--- config.mk ---
export PLATFORM = sky130hd
export DESIGN_NAME = multiplexador_display
export DESIGN_NICKNAME = d
export VERILOG_FILES = /design/src/rtl/multiplexador_display.sv
export SDC_FILE = /design/constraint.sdc
export NUM_CORES = 1
export LEC_CHECK = 0
export CAP_MARGIN = 20
export CORE_ASPECT_RATIO = 0.9
export CORE_UTILIZATION = 60
export DETAILED_ROUTE_END_ITERATION = 10
export PLACE_DENSITY = 0.82
export SLEW_MARGIN = 20
export SYNTH_ARGS = -nofsm -noshare
export SYNTH_HDL_FRONTEND = slang
export SYNTH_SLANG_ARGS = --single-unit
--- constraint.sdc ---
create_clock -name clock -period 8.2 [get_ports clock]
set_input_delay 0.82 -clock clock [delete_from_list [all_inputs] [get_ports clock]]
set_output_delay 0.82 -clock clock [all_outputs]
set_load 0.05 [all_outputs]
--- src/rtl/multiplexador_display.sv ---
// Four-digit multiplexed seven-segment display driver.
//
// It scans four BCD digits one at a time. A prescaler holds each digit lit for
// DIVISOR enabled cycles. New values are loaded into a pending register. They
// are copied to the displayed (active) register only at a frame boundary, so
// the display never tears mid-scan.
//
// Ports:
//   clock        rising-edge clock for all state
//   reset        synchronous, active-high reset
//   enable       scan advance enable; 0 freezes the scan
//   carga        load strobe; samples digitos on the same edge
//   digitos      four BCD digits, [15:12] = most significant
//   apaga_zeros  1 = blank leading zeros (digit 0 is never blanked)
//   anodo        one-hot active-high digit select
//   segmentos    active-high segments, [6]=a .. [0]=g
//   pendente     a loaded value is waiting for the next frame boundary
//   atualizado   one-cycle pulse when the displayed value is replaced
module multiplexador_display #(
  parameter int unsigned DIVISOR = 4
) (
  input  logic        clock,
  input  logic        reset,
  input  logic        enable,
  input  logic        carga,
  input  logic [15:0] digitos,
  input  logic        apaga_zeros,
  output logic [3:0]  anodo,
  output logic [6:0]  segmentos,
  output logic        pendente,
  output logic        atualizado
);

  localparam logic [15:0] CntLast = 16'(DIVISOR - 1);

  logic [15:0] cnt_q, cnt_d;
  logic [1:0]  idx_q, idx_d;
  logic [15:0] active_q, active_d;
  logic [15:0] pend_q, pend_d;
  logic        pendente_q, pendente_d;
  logic        atualizado_q, atualizado_d;
  logic [3:0]  anodo_q, anodo_d;
  logic [6:0]  seg_q, seg_d;

  logic        wrap;
  logic        frame_end;
  logic [3:0]  nib;
  logic        blank;

  function automatic logic [6:0] decode(input logic [3:0] v);
    logic [6:0] s;
    unique case (v)
      4'd0:    s = 7'b1111110;
      4'd1:    s = 7'b0110000;
      4'd2:    s = 7'b1101101;
      4'd3:    s = 7'b1111001;
      4'd4:    s = 7'b0110011;
      4'd5:    s = 7'b1011011;
      4'd6:    s = 7'b1011111;
      4'd7:    s = 7'b1110000;
      4'd8:    s = 7'b1111111;
      4'd9:    s = 7'b1111011;
      default: s = 7'b0000001;
    endcase
    return s;
  endfunction

  always_comb begin
    wrap      = enable && (cnt_q == CntLast);
    frame_end = wrap && (idx_q == 2'd3);

    cnt_d = cnt_q;
    if (enable) begin
      cnt_d = wrap ? 16'd0 : cnt_q + 16'd1;
    end
    idx_d = wrap ? idx_q + 2'd1 : idx_q;

    active_d     = active_q;
    pend_d       = pend_q;
    pendente_d   = pendente_q;
    atualizado_d = 1'b0;
    if (frame_end) begin
      // A load on the boundary cycle bypasses the pending register.
      if (carga) begin
        active_d = digitos;
      end else if (pendente_q) begin
        active_d = pend_q;
      end
      atualizado_d = carga | pendente_q;
      pendente_d   = 1'b0;
    end else if (carga) begin
      pend_d     = digitos;
      pendente_d = 1'b1;
    end

    // Decode from active_d so digit 0 at a boundary already shows the new value.
    nib   = active_d[3:0];
    blank = 1'b0;
    unique case (idx_d)
      2'd0: begin
        nib   = active_d[3:0];
        blank = 1'b0;
      end
      2'd1: begin
        nib   = active_d[7:4];
        blank = apaga_zeros && (active_d[15:4] == 12'd0);
      end
      2'd2: begin
        nib   = active_d[11:8];
        blank = apaga_zeros && (active_d[15:8] == 8'd0);
      end
      default: begin
        nib   = active_d[15:12];
        blank = apaga_zeros && (active_d[15:12] == 4'd0);
      end
    endcase

    anodo_d = anodo_q;
    seg_d   = seg_q;
    if (wrap) begin
      anodo_d = 4'b0001 << idx_d;
      seg_d   = blank ? 7'b0000000 : decode(nib);
    end
  end

  always_ff @(posedge clock) begin
    if (reset) begin
      cnt_q        <= 16'd0;
      idx_q        <= 2'd0;
      active_q     <= 16'd0;
      pend_q       <= 16'd0;
      pendente_q   <= 1'b0;
      atualizado_q <= 1'b0;
      anodo_q      <= 4'b0001;
      seg_q        <= 7'b1111110;
    end else begin
      cnt_q        <= cnt_d;
      idx_q        <= idx_d;
      active_q     <= active_d;
      pend_q       <= pend_d;
      pendente_q   <= pendente_d;
      atualizado_q <= atualizado_d;
      anodo_q      <= anodo_d;
      seg_q        <= seg_d;
    end
  end

  assign anodo      = anodo_q;
  assign segmentos  = seg_q;
  assign pendente   = pendente_q;
  assign atualizado = atualizado_q;

endmodule

==> results of run 1 <==
## critical path, cell delays in order, from the launching register on
cell       delay [ns]
dfxtp_1          0.37
nor4_4           0.35
and3_1           0.73
nand2_1          0.56
mux2i_1          0.46
inv_1            0.11
ha_1             0.33
inv_1            0.09
nor2_1           0.05
a2111oi_1        0.45
a21o_1           0.20
ha_1             0.24
and2_1           0.15
nor3_1           0.20
o31ai_1          0.09
## final cells by class
type	instances	area [µm²]	share of cell area
Inverter	11	41.3	0.0102
Clock buffer	13	159	0.0394
Multi-Input combinational cell	324	2070	0.514
Sequential cell	63	1260	0.313
Timing Repair Buffer	35	345	0.0857
Tap cell	70	87.6	0.0217
Clock inverter	3	65.1	0.0161
## kinds of logic (layout without fill, tap and decap cells)
family | Yosys count | count (layout) | share of synthesized area
simple gates | 192 | 192 | 0.295
buf+inv | 36 | 62 | 0.0483
xor+xnor | 12 | 12 | 0.0300
fa+ha+maj | 11 | 11 | 0.0393
mux | 3 | 3 | 0.0100
flops | 63 | 63 | 0.360
compound gates | 106 | 106 | 0.217
## registers in the layout, indices dropped and copies added, names as in the netlist
register,count
anodo,4
atualizado,1
cnt_q,16
segmentos,7
pend_q,16
active_q,16
idx_q,2
pendente,1
## where the power goes
part | switching (mW) | leakage (nW) | internal [mW]
clock network | 0.119 | 0.114 | 0.188
registers | 0.00724 | 0.511 | 0.312
logic | 0.0297 | 0.834 | 0.0211
total | 0.156 | 1.46 | 0.521
## final timing paths
| kind | start | endpoint | slack, ns |
|---|---|---|---|
| max | cnt_q[2] | segmentos[3] | 3.67 |
| min | anodo[3] | anodo[3] | 0.46 |
| max reg2reg | cnt_q[2] | segmentos[3] | 3.67 |
| min reg2reg | anodo[3] | anodo[3] | 0.46 |
## Yosys cell counts, types with 9 or more instances
library cell  number  area [µm²]
dfxtp_1           63        1260
nand2_1           63         236
a21oi_1           41         205
nor2_1            41         154
nor3_1            15        75.1
clkbuf_1          14        52.6
ha_1              11         138
inv_1             11        41.3
nand3_1            9        45.0
o21ai_0            9        45.0
xor2_1             9        78.8
## stage by stage
| stage | area, µm² | instances | hold WS (ns) | total power, mW |
|---|---|---|---|---|
| floorplan | 3500 | 423 | 0.431 | 0.355 |
| global placement | 3800 | 502 | 0.444 | 0.375 |
| detailed placement | 3800 | 503 | 0.453 | 0.376 |
| CTS | 4030 | 519 | 0.462 | 0.680 |
| global route | 4030 | 519 | 0.478 | 0.697 |
| finish | 4030 | 519 | 0.459 | 0.677 |
## metal layers
| layer | GRT usage | part of all wire | up-vias |
|---|---|---|---|
| li1 | - | - | 1576 |
| met1 | 0.402 | 0.44 | 1523 |
| met2 | 0.521 | 0.47 | 125 |
| met3 | 0.0859 | 0.065 | 20 |
| met4 | 0.113 | 0.022 | 0 |
| met5 | 0 | 0 | - |
==> flow_summary.json, run 1 <==
{
  "cts_buffers": 9,
  "cts.path.max_buffers": 2,
  "cts_hold_buf": 0,
  "antenna_cells": 0,
  "final_cell_mix": "63 x nand2_1, 63 x dfxtp_1, 41 x nor2_1, 41 x a21oi_1, 33 x clkdlybuf4s50_1",
  "ys_types": 74,
  "cts.sinks": 63,
  "setup_viol": 0,
  "synth_edf_count": 0,
  "tightest_slew_ns": 0.976,
  "synth_flop_cell": "dfxtp_1",
  "portBuffers": 33,
  "vias": 3244,
  "h-tree-depth": 3,
  "die_w_um": 82.5,
  "grt_max_degree": 51,
  "dpl_worst_slack_ns": 3.57,
  "wl_per_cell_um": 17.4,
  "rsz0062_at_grt": "no",
  "whs_path_depth": 2,
  "drc": 0,
  "cts_tree": "yes",
  "relSlewSlack": 0.348,
  "fin_tns_setup_ns": 0,
  "avgViaCountPerCell": 6.25,
  "post_cts.repair.setup_buffers": 0,
  "grt_pass1_vias": 3004,
  "syn_avg_cell_area_um2": 8.27,
  "fin_worst_skew_ns": 0.00952,
  "ant_nets": 0,
  "antenna_found_initial": 0,
  "synth_cells": 423,
  "fin_ws_ns": 3.67,
  "fin_util": 0.712,
  "grt_pass1_wl_um": 14500,
  "gp_routability_congestion": 0.950,
  "finalMaxSlewViolations": 0,
  "fp.dieH_um": 74.5,
  "required_ns": 8.42,
  "fmax_mhz": 221,
  "status": "finished clean",
  "grt-ovfl-total": 0,
  "arrival_ns": 4.74,
  "area_growth_pct": 15.1,
  "finalCriticalPeriod_ns": 4.53,
  "initial_core_util": 0.618,
  "synth_area_mm2": 0.00350,
  "reg2reg_depth": 14,
  "finalHoldViolations": 0,
  "grt_usage": 0.318,
  "fill_cells": 457,
  "hp-class": "flip-flop to flip-flop",
  "clk_pin_slew_worst_paths_ns": 0.07,
  "cts-root-buf": "clkbuf_8",
  "wirelength_um": 9050,
  "synthesis.nets": 455,
  "endpoint_kind": "flip-flop",
  "clk_latency_ns": 0.35,
  "powerDensity_mw_per_mm2": 168,
  "path_max_fanout": 17,
  "critical_path.startpoint_type": "flip-flop",
  "die_area_mm2": 0.00614,
  "drive_above_1_share": 0.105,
  "synth-seq-cells": 63,
  "ir_drop_mv": 0.151,
  "critical_path_class": "flip-flop to flip-flop",
  "maxCapViolCount": 0,
  "core_mm2": 0.00566,
  "first_pass_iters": 5,
  "synthArstFlopShare": 0,
  "io_pins": 34,
  "ys_seq_area_frac": 0.360,
  "power_leakage_nw": 1.46,
  "period_share": 0.552,
  "rows": 26,
  "final_nets": 476,
  "dpl.hpwl_um": 6420,
  "synth_warnings": 0,
  "drtIter0Drc": 396,
  "post_cts_resize_count": 0
}
No activity file was read; power rests on OpenSTA's default activity.
==> run 2: changes to the inputs <==
- CORE_UTILIZATION: 60 -> 52
- PLACE_DENSITY: 0.82 -> 0.76
- clock period: 8.2 -> 4 ns (I/O delays scaled with it)
==> run 2 against run 1 <==
Against the previous run: flip-flop and latch count unchanged; register-to-register slack worse by 3.1 ns; global-route usage fell by 3.4 points; hold slack got worse by 0.0052 ns; routed wire length grew 2.7%; critical path depth decreased by 2; first-iteration DRC count decreased by 38%; worst setup slack worse by 3.1 ns; critical endpoint is now segmentos[0].
==> flow_summary.json, run 2 (synthesis gave the netlist of run 1 again) <==
{
  "status": "finished clean",
  "path_max_fanout": 6,
  "area_growth_pct": 19.5,
  "slowest_stage": "a311oi_1",
  "reg2reg_to": "segmentos[0]",
  "cts.sinks": 63,
  "avgViaCountPerCell": 6.05,
  "ir_drop_mv": 0.252,
  "vias": 3297,
  "first_pass_iters": 5,
  "antenna_found_initial": 0,
  "tightest_slew_ns": 0.618,
  "grt_usage": 0.283,
  "power_mw": 1.58,
  "cts-root-buf": "clkbuf_8",
  "post_cts.repair.setup_buffers": 0,
  "h-tree-depth": 3,
  "grt_pass1_wl_um": 15200,
  "rows": 27,
  "die_w_um": 88.5,
  "clk_latency_ns": 0.35,
  "cts_hold_buf": 0,
  "portBuffers": 33,
  "io_pins": 34,
  "r2r_slack_ns": 0.55,
  "drive_above_1_share": 0.129,
  "period_share": 0.863,
  "fin_tns_setup_ns": 0,
  "fp.dieH_um": 79.8,
  "cp_cell_sequence": "nor4_4 -> and3_1 -> and2_1 -> xnor2_1 -> inv_1 -> ha_1 -> inv_1 -> a211oi_1 -> a311oi_1 -> a31o_1 -> mux2_4 -> a221oi_2",
  "required_ns": 4.26,
  "cts_tree": "yes",
  "endpoint_kind": "flip-flop",
  "hp-start": "anodo[1]",
  "dpl.hpwl_um": 6580,
  "cts.path.max_buffers": 2,
  "reg_top3": "active_q x16, cnt_q x16, pend_q x16",
  "rsz0062_at_grt": "no",
  "reg2reg_depth": 12,
  "cp_common_cell": "inv_1",
  "hp-class": "flip-flop to flip-flop",
  "wl_per_cell_um": 17.1,
  "final_nets": 485,
  "final_cell_mix": "63 x nand2_1, 63 x dfxtp_1, 41 x nor2_1, 41 x a21oi_1, 32 x clkdlybuf4s50_1",
  "ant_nets": 0,
  "finalCriticalPeriod_ns": 3.45,
  "relSlewSlack": 0.587,
  "gp_routability_congestion": 0.937,
  "fill_cells": 536,
  "finalHoldViolations": 0,
  "power_leakage_nw": 1.53,
  "initial_core_util": 0.554,
  "grt_pass1_vias": 3065,
  "critical_path.startpoint_type": "flip-flop",
  "critical_path.startpoint": "cnt_q[2]",
  "fin_worst_skew_ns": 0.00640,
  "clk_pin_slew_worst_paths_ns": 0.07,
  "die_area_mm2": 0.00706,
  "finalMaxSlewViolations": 0,
  "setup_viol": 0,
  "cts_buffers": 9,
  "drc": 0,
  "powerDensity_mw_per_mm2": 377,
  "max_stage_delay_ns": 0.42,
  "drtIter0Drc": 246,
  "cp-endpoint": "segmentos[0]",
  "grt-ovfl-total": 0,
  "fmax_mhz": 290,
  "critical_path_class": "flip-flop to flip-flop",
  "wirelength_um": 9300,
  "grt_max_degree": 29,
  "core_mm2": 0.00632,
  "crit-reg2reg-launch": "cnt_q[2]",
  "antenna_cells": 0,
  "maxCapViolCount": 0,
  "arrival_ns": 3.71,
  "post_cts_resize_count": 0
}
run 2: cell count changes in the layout (fill, tap and decap cells not counted), sizes merged:
cell,previous run,this run
clkbuf,13,10
clkdlybuf4s50,33,32
bufinv,2,5
buf,2,12
run 2: power by group:
group,switching [mW],internal [mW]
logic,0.0670,0.0462
clock network,0.256,0.556
registers,0.0117,0.640
run 2: final cells by class:
class | count | area [µm²] | share of cell area
Clock inverter | 6 | 155 | 0.0371
Timing Repair Buffer | 44 | 408 | 0.0975
Sequential cell | 63 | 1260 | 0.302
Inverter | 11 | 41.3 | 0.00987
Multi-Input combinational cell | 324 | 2070 | 0.495
Tap cell | 87 | 109 | 0.0260
Clock buffer | 10 | 138 | 0.0329
run 2: worst max-delay path: cells and delay by family, from the launching register on:
kind,cells,cell delay [ns]
AND/OR/NAND/NOR,3,0.80
adder cells (fa/ha/maj),1,0.32
XOR/XNOR,1,0.21
multiplexers,1,0.33
buffers and inverters,2,0.25
AO/OA/AOI/OAI,4,1.06
flip-flops,1,0.37
run 2: how the worst min path moves through the flow:
stage	slack (ns)	end	depth (start not counted)
after CTS	0.46	anodo[3]	2
after detailed placement	0.45	anodo[1]	2
after global placement	0.44	pend_q[15]	2
after global routing	0.47	anodo[2]	2
final	0.45	anodo[1]	2
after floorplan	0.43	pend_q[15]	2
run 2: metal layers:
metal  wire (µm)  GRT usage
met1        4240      0.391
met2        4220      0.422
met3         641     0.0651
met4         199      0.116
met5           0          0
run 2: per-stage QoR:
stage	hold WS, ns	area [µm²]	std cells	setup WS [ns]	util
2_1_floorplan	0.431	3500	423	0.441	-
3_3_place_gp	0.442	3890	529	0.465	0.616
3_5_place_dp	0.448	3890	529	0.399	0.616
4_1_cts	0.458	4180	545	0.549	0.662
5_1_grt	0.473	4180	545	0.185	0.662
6_report	0.454	4180	545	0.547	0.662
